[config.mk]
export PLATFORM = sky130hd
export DESIGN_NAME = imem_loader
export DESIGN_NICKNAME = d
export VERILOG_FILES = /design/src/rtl/imem_loader.sv
export SDC_FILE = /design/constraint.sdc
export NUM_CORES = 1
export LEC_CHECK = 0
export ABC_AREA = 1
export CAP_MARGIN = 25
export CORE_UTILIZATION = 35
export CTS_CLUSTER_SIZE = 12
export DETAILED_ROUTE_END_ITERATION = 8
export PLACE_DENSITY = 0.61
export SYNTH_ARGS = -nofsm -noshare
export SYNTH_HDL_FRONTEND = slang
export SYNTH_SLANG_ARGS = --single-unit
[constraint.sdc]
create_clock -name clk -period 2.15 [get_ports clk]
set_input_delay 0.215 -clock clk [delete_from_list [all_inputs] [get_ports clk]]
set_output_delay 0.215 -clock clk [all_outputs]
set_load 0.02 [all_outputs]
[src/rtl/imem_loader.sv]
// imem_loader
//   Boot-time program loader for the instruction memory. A byte stream
//   carries a 2-byte little-endian word count N followed by 4N bytes (each
//   word little-endian). While loading, the loader owns the memory port
//   and holds the pipeline. When idle, the pipeline fetch address passes
//   straight through.
//
// Ports
//   clk         rising-edge clock
//   reset_n     asynchronous active-low reset
//   start       one-cycle load request (honoured in IDLE or ERR)
//   byte_valid  stream byte present on byte_data
//   byte_data   stream byte
//   byte_ready  loader accepts byte_data this cycle
//   cpu_a       pipeline fetch address
//   mem_a       instruction memory byte address
//   mem_wd      instruction memory write data
//   mem_we      instruction memory write enable
//   cpu_hold    pipeline hold while the loader owns memory
//   done        one-cycle pulse on successful completion
//   err         sticky: word count was 0 > DEPTH rule violation (N > DEPTH)
module imem_loader #(
    parameter int DEPTH = 64
) (
    input  logic        clk,
    input  logic        reset_n,
    input  logic        start,
    input  logic        byte_valid,
    input  logic [7:0]  byte_data,
    output logic        byte_ready,
    input  logic [31:0] cpu_a,
    output logic [31:0] mem_a,
    output logic [31:0] mem_wd,
    output logic        mem_we,
    output logic        cpu_hold,
    output logic        done,
    output logic        err
);

    localparam int AW = $clog2(DEPTH) + 1;

    typedef enum logic [2:0] {
        IDLE,
        LEN0,
        LEN1,
        DATA,
        WRITE,
        DONE,
        ERR
    } state_t;

    state_t          state;
    state_t          next_state;
    logic [15:0]     count;
    logic [AW-1:0]   word_addr;
    logic [1:0]      byte_idx;
    logic [31:0]     asm_word;

    logic [15:0]     len_n;
    logic            last_word;

    // Full word count as it becomes known in LEN1 (high byte on the bus now).
    assign len_n     = {byte_data, count[7:0]};
    assign last_word = ((17'(word_addr) + 17'd1) == {1'b0, count});

    always_ff @(posedge clk or negedge reset_n) begin
        if (!reset_n) begin
            state <= IDLE;
        end else begin
            state <= next_state;
        end
    end

    always_comb begin
        next_state = state;
        byte_ready = 1'b0;
        mem_we     = 1'b0;
        mem_wd     = '0;
        mem_a      = 32'({word_addr, 2'b00});
        cpu_hold   = 1'b1;
        done       = 1'b0;
        err        = 1'b0;
        case (state)
            IDLE: begin
                mem_a    = cpu_a;
                cpu_hold = 1'b0;
                if (start) next_state = LEN0;
            end
            LEN0: begin
                byte_ready = 1'b1;
                if (byte_valid) next_state = LEN1;
            end
            LEN1: begin
                byte_ready = 1'b1;
                if (byte_valid) begin
                    if (len_n == 16'd0)                     next_state = DONE;
                    else if ({1'b0, len_n} > 17'(DEPTH))    next_state = ERR;
                    else                                    next_state = DATA;
                end
            end
            DATA: begin
                byte_ready = 1'b1;
                if (byte_valid && byte_idx == 2'd3) next_state = WRITE;
            end
            WRITE: begin
                mem_we     = 1'b1;
                mem_wd     = asm_word;
                next_state = last_word ? DONE : DATA;
            end
            DONE: begin
                done       = 1'b1;
                next_state = IDLE;
            end
            ERR: begin
                err = 1'b1;
                if (start) next_state = LEN0;
            end
            default: next_state = IDLE;
        endcase
    end

    always_ff @(posedge clk or negedge reset_n) begin
        if (!reset_n) begin
            count     <= '0;
            word_addr <= '0;
            byte_idx  <= '0;
            asm_word  <= '0;
        end else begin
            case (state)
                LEN0: if (byte_valid) count[7:0] <= byte_data;
                LEN1: begin
                    if (byte_valid) begin
                        count[15:8] <= byte_data;
                        word_addr   <= '0;
                        byte_idx    <= '0;
                    end
                end
                DATA: begin
                    if (byte_valid) begin
                        asm_word[{byte_idx, 3'b000} +: 8] <= byte_data;
                        byte_idx <= byte_idx + 2'd1;
                    end
                end
                WRITE: word_addr <= word_addr + AW'(1);
                default: ;
            endcase
        end
    end

endmodule

==> results.md, run 1 <==
* Maximum fanout count along the critical path at 6
* Num CTS Buffers at 9
* Horizontal die dimension at 101.2 um
* Slew @ Worst Pin at 0.5011 ns
* Final hold viol count at 0
* GRT Total Usage at 18.44%
* Setup crit start kind: register
* DRT iter0 DRCs at 180
* Setup repair after global routing missed its margin: no
* Antenna diode count at 0
* Worst setup path class: register to output pin
* Post-DRT Antenna Nets at 0
* Most frequent cells in the layout: sky130_fd_sc_hd__inv_1, sky130_fd_sc_hd__nor2_1, sky130_fd_sc_hd__nand2_1, sky130_fd_sc_hd__dfrtp_1
* Worst voltage drop across the vdd grid at 0.5893 mV
* Number of max-cap violations at 0
* Post-layout power at 6.339 mW
* Port Buffers at 112
* Fraction of synthesized area in multiplexers at 0%
* Sequence of cells on the critical path: inv_1 > nand2_1 > nor2_1 > clkdlybuf4s50_1
* Die span in y at 101.2 um
* Fin worst setup slack at 0.1794 ns
* Count of mapped cells out of synthesis at 486
* Post-route clock period utilization at 91.66%
* Clock-pin slew on the worst setup and hold paths at 0.07 ns
* Non-filler instance count after layout at 744
* Type of element capturing the critical path: output pin
* Placement Rows at 35
* Number of detailed-route iterations in the first pass at 4
* Mean area per synthesized cell at 7.088 sq um
* Fraction of the mapped netlist area in adder cells at 2.179%
* Placer Congestion at 0.8427
* Setup violators final at 0
* Areal power density over the cells at 1278 nW/um^2
* Clock skew after layout at 0.009690 ns
* Synth Area in Simple Gates at 28.80%
* Pre-CTS setup slack at 0.2141 ns
* Status: completed
* CP Data Arrival Time at 1.76 ns
* Required @ worst endpoint at 1.93 ns
* Vias in the first global route at 3233
* Buffer levels on the longest clock path at 2
* Instance area after placement at 4750 sq um
* Critical Path Start: state[0]$_DFFE_PN0P_
* Fin. max-slew vios at 0
* Time the worst path needs with I/O delays and setup at 1.971 ns
* Layout cells sized above 1 at 6.992%
* Total buffers and inverters traversed by the critical path at 2
* Final core utilization at 52.91%
* Synthesized flop and latch total at 60
* Number of antenna violations at the first check in global routing at 0
* Sequential cell area fraction in the yosys report at 43.59%
* Count of placed standard cells including taps at 727
* Depth of the worst register-to-register path at 11
* IO Count at 113
* Skew-Pair Late Insertion Delay at 0.34 ns
* First-pass GRT wire length at 14.82 mm
* R2R setup slack at 0.38 ns
* Critical-path top delay cell: sky130_fd_sc_hd__clkdlybuf4s50_1
* Post-detailed-routing wire length at 9.001 mm
* Synth-to-Final Area Change at 43.95%
* Post-Synthesis Net Count at 536
* Type of the most critical hold path: input pin to asynchronous set/reset pin
* Gr ovfl total at 0
* Relative slew slack at 66.47%
* Finished layout cell area at 4959 sq um
* Largest stage delay on the critical path at 0.63 ns
* Most common cell after layout, fill and taps aside: sky130_fd_sc_hd__inv_1
* Leakage power figure at 2.802 nW
* Drt drc at 0
* Area fraction in compound gates after synthesis at 10.86%
* Clock tree sinks at 60
* Initial Util at 36.76%
* Xor/xnor cell area share of the yosys netlist at 0.5085%
* Vias after detailed routing at 3400
* Reg-to-Reg Start: word_addr[0]$_DFFE_PN0P_
* Largest net degree at the start of global routing at 61
* Dominant combinational cell family by area after synthesis: simple AND/OR/NAND/NOR gates
* Clock root buffer: sky130_fd_sc_hd__clkbuf_8
* Worst Hold Slack at 0.4154 ns
* Capture point of the worst reg-to-reg path: state[1]$_DFFE_PN0P_
* Detailed-placement wirelength estimate at 6.813 mm
* Setup TNS at 0 ns
* Clock tree from TritonCTS: done
* Die Area at 10240 sq um
* Distinct cells, synth at 25
* Setup Fix Bufs, Post-CTS at 0
* FMAX at 0.5075 GHz
* Synthesis Warnings at 0
* CTS H-Tree Depth at 3
* Drt via density at 4.570
* Core area at 9371 sq um
* Crit-path leading delay family: buffers and inverters
* Wire length per cell after detailed routing at 12.10 um
* Final-stage net count at 660
* Total standard cell area after synthesis at 3445 sq um
-- flip-flops by register name (all words and copies together), names as in the netlist --
signal     flops
asm_word      32
count         16
word_addr      7
state          3
byte_idx       2
-- cell usage after synthesis --
cell type | number | area (sq um)
sky130_fd_sc_hd__inv_1 | 99 | 371.6
sky130_fd_sc_hd__nor2_1 | 87 | 326.6
sky130_fd_sc_hd__nand2_1 | 77 | 289.0
sky130_fd_sc_hd__dfrtp_1 | 60 | 1501
sky130_fd_sc_hd__o21ai_0 | 55 | 275.3
sky130_fd_sc_hd__nand3_1 | 43 | 215.2
sky130_fd_sc_hd__a21oi_1 | 12 | 60.06
sky130_fd_sc_hd__buf_2 | 6 | 30.03
sky130_fd_sc_hd__ha_1 | 6 | 75.07
sky130_fd_sc_hd__o22ai_1 | 5 | 31.28
sky130_fd_sc_hd__buf_6 | 4 | 45.04
sky130_fd_sc_hd__clkbuf_1 | 4 | 15.01
sky130_fd_sc_hd__nand4_1 | 4 | 25.02
sky130_fd_sc_hd__nor2_4 | 4 | 45.04
sky130_fd_sc_hd__nand3b_1 | 3 | 22.52
sky130_fd_sc_hd__nor3_1 | 3 | 15.01
sky130_fd_sc_hd__and2_1 | 2 | 12.51
sky130_fd_sc_hd__buf_4 | 2 | 15.01
sky130_fd_sc_hd__inv_2 | 2 | 7.510
sky130_fd_sc_hd__nor2_2 | 2 | 12.51
sky130_fd_sc_hd__xnor2_1 | 2 | 17.52
sky130_fd_sc_hd__nand3_2 | 1 | 10.01
sky130_fd_sc_hd__nor3b_2 | 1 | 12.51
sky130_fd_sc_hd__o21bai_1 | 1 | 7.510
sky130_fd_sc_hd__or2_2 | 1 | 6.260
-- per-layer routing --
layer / share of wire, % / track usage (%) / vias to the layer above
met2: 45 / 30.77 / 108
li1: - / - / 1741
met5: 0 / 0 / -
met4: 1.4 / 5.909 / 0
met3: 6.6 / 4.486 / 14
met1: 47 / 23.55 / 1537
-- power by group --
group	internal [mW]	switching [mW]	total (mW)	leakage, nW
logic	1.23	2.03	3.25	1.95
registers	1.64	0.259	1.90	0.740
clock network	0.748	0.439	1.19	0.116
total	3.61	2.73	6.34	2.80
-- kinds of logic (layout without fill, tap and decap cells) --
logic type | Yosys count | count (layout)
buf+inv | 117 | 246
xor+xnor | 2 | 2
fa+ha+maj | 6 | 6
simple gates | 228 | 228
compound gates | 73 | 73
flops | 60 | 60
-- how the worst max path moves through the flow --
stage                                to  slack [ns]  depth (start not counted)
6_report                            err        0.18                          4
5_1_grt                        mem_a[2]        0.01                          6
4_1_cts                       mem_a[28]       0.003                          5
3_5_place_dp                   mem_a[7]        0.21                          6
3_3_place_gp                   mem_a[3]        0.29                          6
2_1_floorplan  asm_word[16]$_DFFE_PN0P_        0.21                          7
-- layout make-up --
type / instances / area (sq um)
fill: 957 / 4413
sequential: 60 / 1501
multi-input combinational: 309 / 1459
timing repair buffer: 129 / 1221
inverter: 101 / 379.1
clock buffer: 13 / 168.9
tap: 129 / 161.4
clock inverter: 3 / 67.56
-- tightest hold or removal path, stage by stage --
cell                            delay, ns
sky130_fd_sc_hd__dlygate4sd3_1       0.53
sky130_fd_sc_hd__buf_2               0.13
sky130_fd_sc_hd__buf_12              0.28
-- timing repair --
item,4_1_cts,5_1_grt
gates cloned,0,0
resized for setup,56,11
endpoints found under the setup margin,56,11
endpoints found under the hold margin,60,0
hold buffers,1,0
pin swaps,0,0
(Power assumes the default switching activity.)
==> inputs of run 2 (changes only) <==
ABC_CLOCK_PERIOD_IN_PS = 2150   (was default)
PLACE_DENSITY = 0.7   (was 0.61)
==> run 2 against run 1 <==
Compared with the run above: final cell count shrank 0.54%; critical path depth is the same; power shrank 0.56%; sequential share of layout area shrank 0.053 points; largest power group unchanged; highest routed layer unchanged.
==> results.md, run 2 (same netlist as run 1, synthesis figures left out) <==
* Relative slew slack at 60.93%
* DRT iter0 DRCs at 114
* Finished layout cell area at 4967 sq um
* Type of the most critical hold path: input pin to asynchronous set/reset pin
* Core area at 9371 sq um
* Final core utilization at 53.00%
* Time the worst path needs with I/O delays and setup at 1.966 ns
* Largest Register: asm_word
* Setup violators final at 0
* Vias in the first global route at 3248
* Crit-path leading delay family: buffers and inverters
* Port Buffers at 112
* Detailed-placement wirelength estimate at 6.921 mm
* Worst voltage drop across the vdd grid at 0.5065 mV
* Instance area after placement at 4732 sq um
* Setup repair after global routing missed its margin: no
* Placer Congestion at 0.8811
* Die Area at 10240 sq um
* Regs by FF count: asm_word x32, count x16, word_addr x7
* Post-DRT Antenna Nets at 0
* Clock tree from TritonCTS: done
* Drt via density at 4.614
* Capture point of the worst reg-to-reg path: state[1]$_DFFE_PN0P_
* Layout cells sized above 1 at 6.219%
* Largest stage delay on the critical path at 0.62 ns
* Clock tree sinks at 60
* Number of antenna violations at the first check in global routing at 0
* Wire length per cell after detailed routing at 12.05 um
* Final-stage net count at 656
* Total buffers and inverters traversed by the critical path at 2
* Required @ worst endpoint at 1.93 ns
* Num CTS Buffers at 9
* Die span in y at 101.2 um
* IO Count at 113
* Horizontal die dimension at 101.2 um
* Type of element capturing the critical path: output pin
* CP Data Arrival Time at 1.75 ns
* Reg-to-Reg Start: word_addr[0]$_DFFE_PN0P_
* Fin. max-slew vios at 0
* Clock root buffer: sky130_fd_sc_hd__clkbuf_8
* Flip-flop count of the largest register after layout at 32
* Count of placed standard cells including taps at 723
* Skew-Pair Late Insertion Delay at 0.33 ns
* Largest net degree at the start of global routing at 42
* Depth of the worst register-to-register path at 11
* Slew @ Worst Pin at 0.5861 ns
* Placement Rows at 35
* CTS H-Tree Depth at 3
* Vias after detailed routing at 3414
* Most frequent cells in the layout: sky130_fd_sc_hd__inv_1, sky130_fd_sc_hd__nor2_1, sky130_fd_sc_hd__nand2_1, sky130_fd_sc_hd__dfrtp_1, sky130_fd_sc_hd__o21ai_0
* Number of detailed-route iterations in the first pass at 5
* Leakage power figure at 2.913 nW
* Clock skew after layout at 0.007451 ns
* First-pass GRT wire length at 14.56 mm
* Non-filler instance count after layout at 740
* FMAX at 0.5087 GHz
* Drt drc at 0
* Worst setup path class: register to output pin
* GRT Total Usage at 18.02%
* Clock-pin slew on the worst setup and hold paths at 0.07 ns
* Synth-to-Final Area Change at 44.21%
* Final hold viol count at 0
* Number of max-cap violations at 0
* Initial Util at 36.76%
* Post-detailed-routing wire length at 8.920 mm
* Buffer levels on the longest clock path at 2
* Setup TNS at 0 ns
* Antenna diode count at 0
* Most common cell after layout, fill and taps aside: sky130_fd_sc_hd__inv_1
* Gr ovfl total at 0
* Status: completed
* R2R setup slack at 0.42 ns
* Critical-path top delay cell: sky130_fd_sc_hd__clkdlybuf4s50_1
* Setup crit start kind: register
* Post-route clock period utilization at 91.42%
* Sequence of cells on the critical path: inv_1 > nand2_1 > nor2_1 > clkdlybuf4s50_1
* Maximum fanout count along the critical path at 6
* Filler cell count at 937
* Areal power density over the cells at 1269 nW/um^2
[run 2: worst register-to-register path: stages (launching register included)]
cell and delay (ns):
sky130_fd_sc_hd__dfrtp_1 0.43, sky130_fd_sc_hd__ha_1 0.34, sky130_fd_sc_hd__xnor2_1 0.16, sky130_fd_sc_hd__nand2_1 0.07
sky130_fd_sc_hd__nor2_1 0.11, sky130_fd_sc_hd__nand3b_1 0.10, sky130_fd_sc_hd__nor2_1 0.14, sky130_fd_sc_hd__nand2_1 0.07
sky130_fd_sc_hd__nand2_1 0.05, sky130_fd_sc_hd__nand2_1 0.05, sky130_fd_sc_hd__nand2_1 0.06, sky130_fd_sc_hd__nand2_1 0.05
[run 2: power breakdown]
| group | switching (mW) | leakage, nW | internal (mW) |
|---|---|---|---|
| Sequential | 0.263 | 0.740 | 1.64 |
| Combinational | 2.03 | 2.07 | 1.26 |
| Clock | 0.429 | 0.107 | 0.683 |
[run 2: layout make-up]
| class | instances | area [sq um] | area share (%) |
|---|---|---|---|
| Sequential cell | 60 | 1501 | 30.23 |
| Multi-Input combinational cell | 309 | 1459 | 29.37 |
| Timing Repair Buffer | 125 | 1249 | 25.14 |
| Inverter | 101 | 379.1 | 7.632 |
| Tap cell | 129 | 161.4 | 3.249 |
| Clock buffer | 12 | 145.1 | 2.922 |
| Clock inverter | 4 | 72.57 | 1.461 |
[run 2: what timing repair did]
| item | in CTS | in global routing |
|---|---|---|
| endpoints found under the hold margin | 24 | 0 |
| hold buffers | 1 | 0 |
| gates resized for setup | 46 | 22 |
| buffers inserted | 0 | 0 |
| setup endpoints to repair | 66 | 22 |
[run 2: how the worst max path moves through the flow]
stage	startpoint	endpoint	slack [ns]	depth (start not counted)
2_1_floorplan	byte_idx[0]$_DFFE_PN0P_	asm_word[16]$_DFFE_PN0P_	0.21	7
3_3_place_gp	state[2]$_DFFE_PN0P_	mem_a[6]	0.21	6
3_5_place_dp	state[2]$_DFFE_PN0P_	mem_a[5]	0.19	6
4_1_cts	state[0]$_DFFE_PN0P_	mem_a[17]	0.0006	5
5_1_grt	state[2]$_DFFE_PN0P_	mem_a[3]	0.03	6
6_report	state[0]$_DFFE_PN0P_	err	0.18	4
[run 2: stage by stage]
step	hold slack, ns	power [mW]	setup slack [ns]
4_1_cts	0.4361	6.397	0.0006481
3_5_place_dp	0.2569	5.407	0.1855
5_1_grt	0.4778	6.843	0.03449
3_3_place_gp	0.2506	5.334	0.2079
2_1_floorplan	-0.08059	4.028	0.2060
6_report	0.4100	6.303	0.1844
[run 2: metal layers]
| layer | global-route usage, % | vias up | wire length [um] |
|---|---|---|---|
| met4 | 5.909 | 0 | 77 |
| met1 | 22.04 | 1522 | 3838 |
| li1 | - | 1735 | - |
| met5 | 0 | - | 0 |
| met3 | 4.348 | 6 | 832 |
| met2 | 31.24 | 151 | 4170 |
==> inputs of run 3 (changes only) <==
SLEW_MARGIN = 20   (was default)
==> results of run 3 <==
No change in the layout: final DEF, timing and power equal those of run 2.
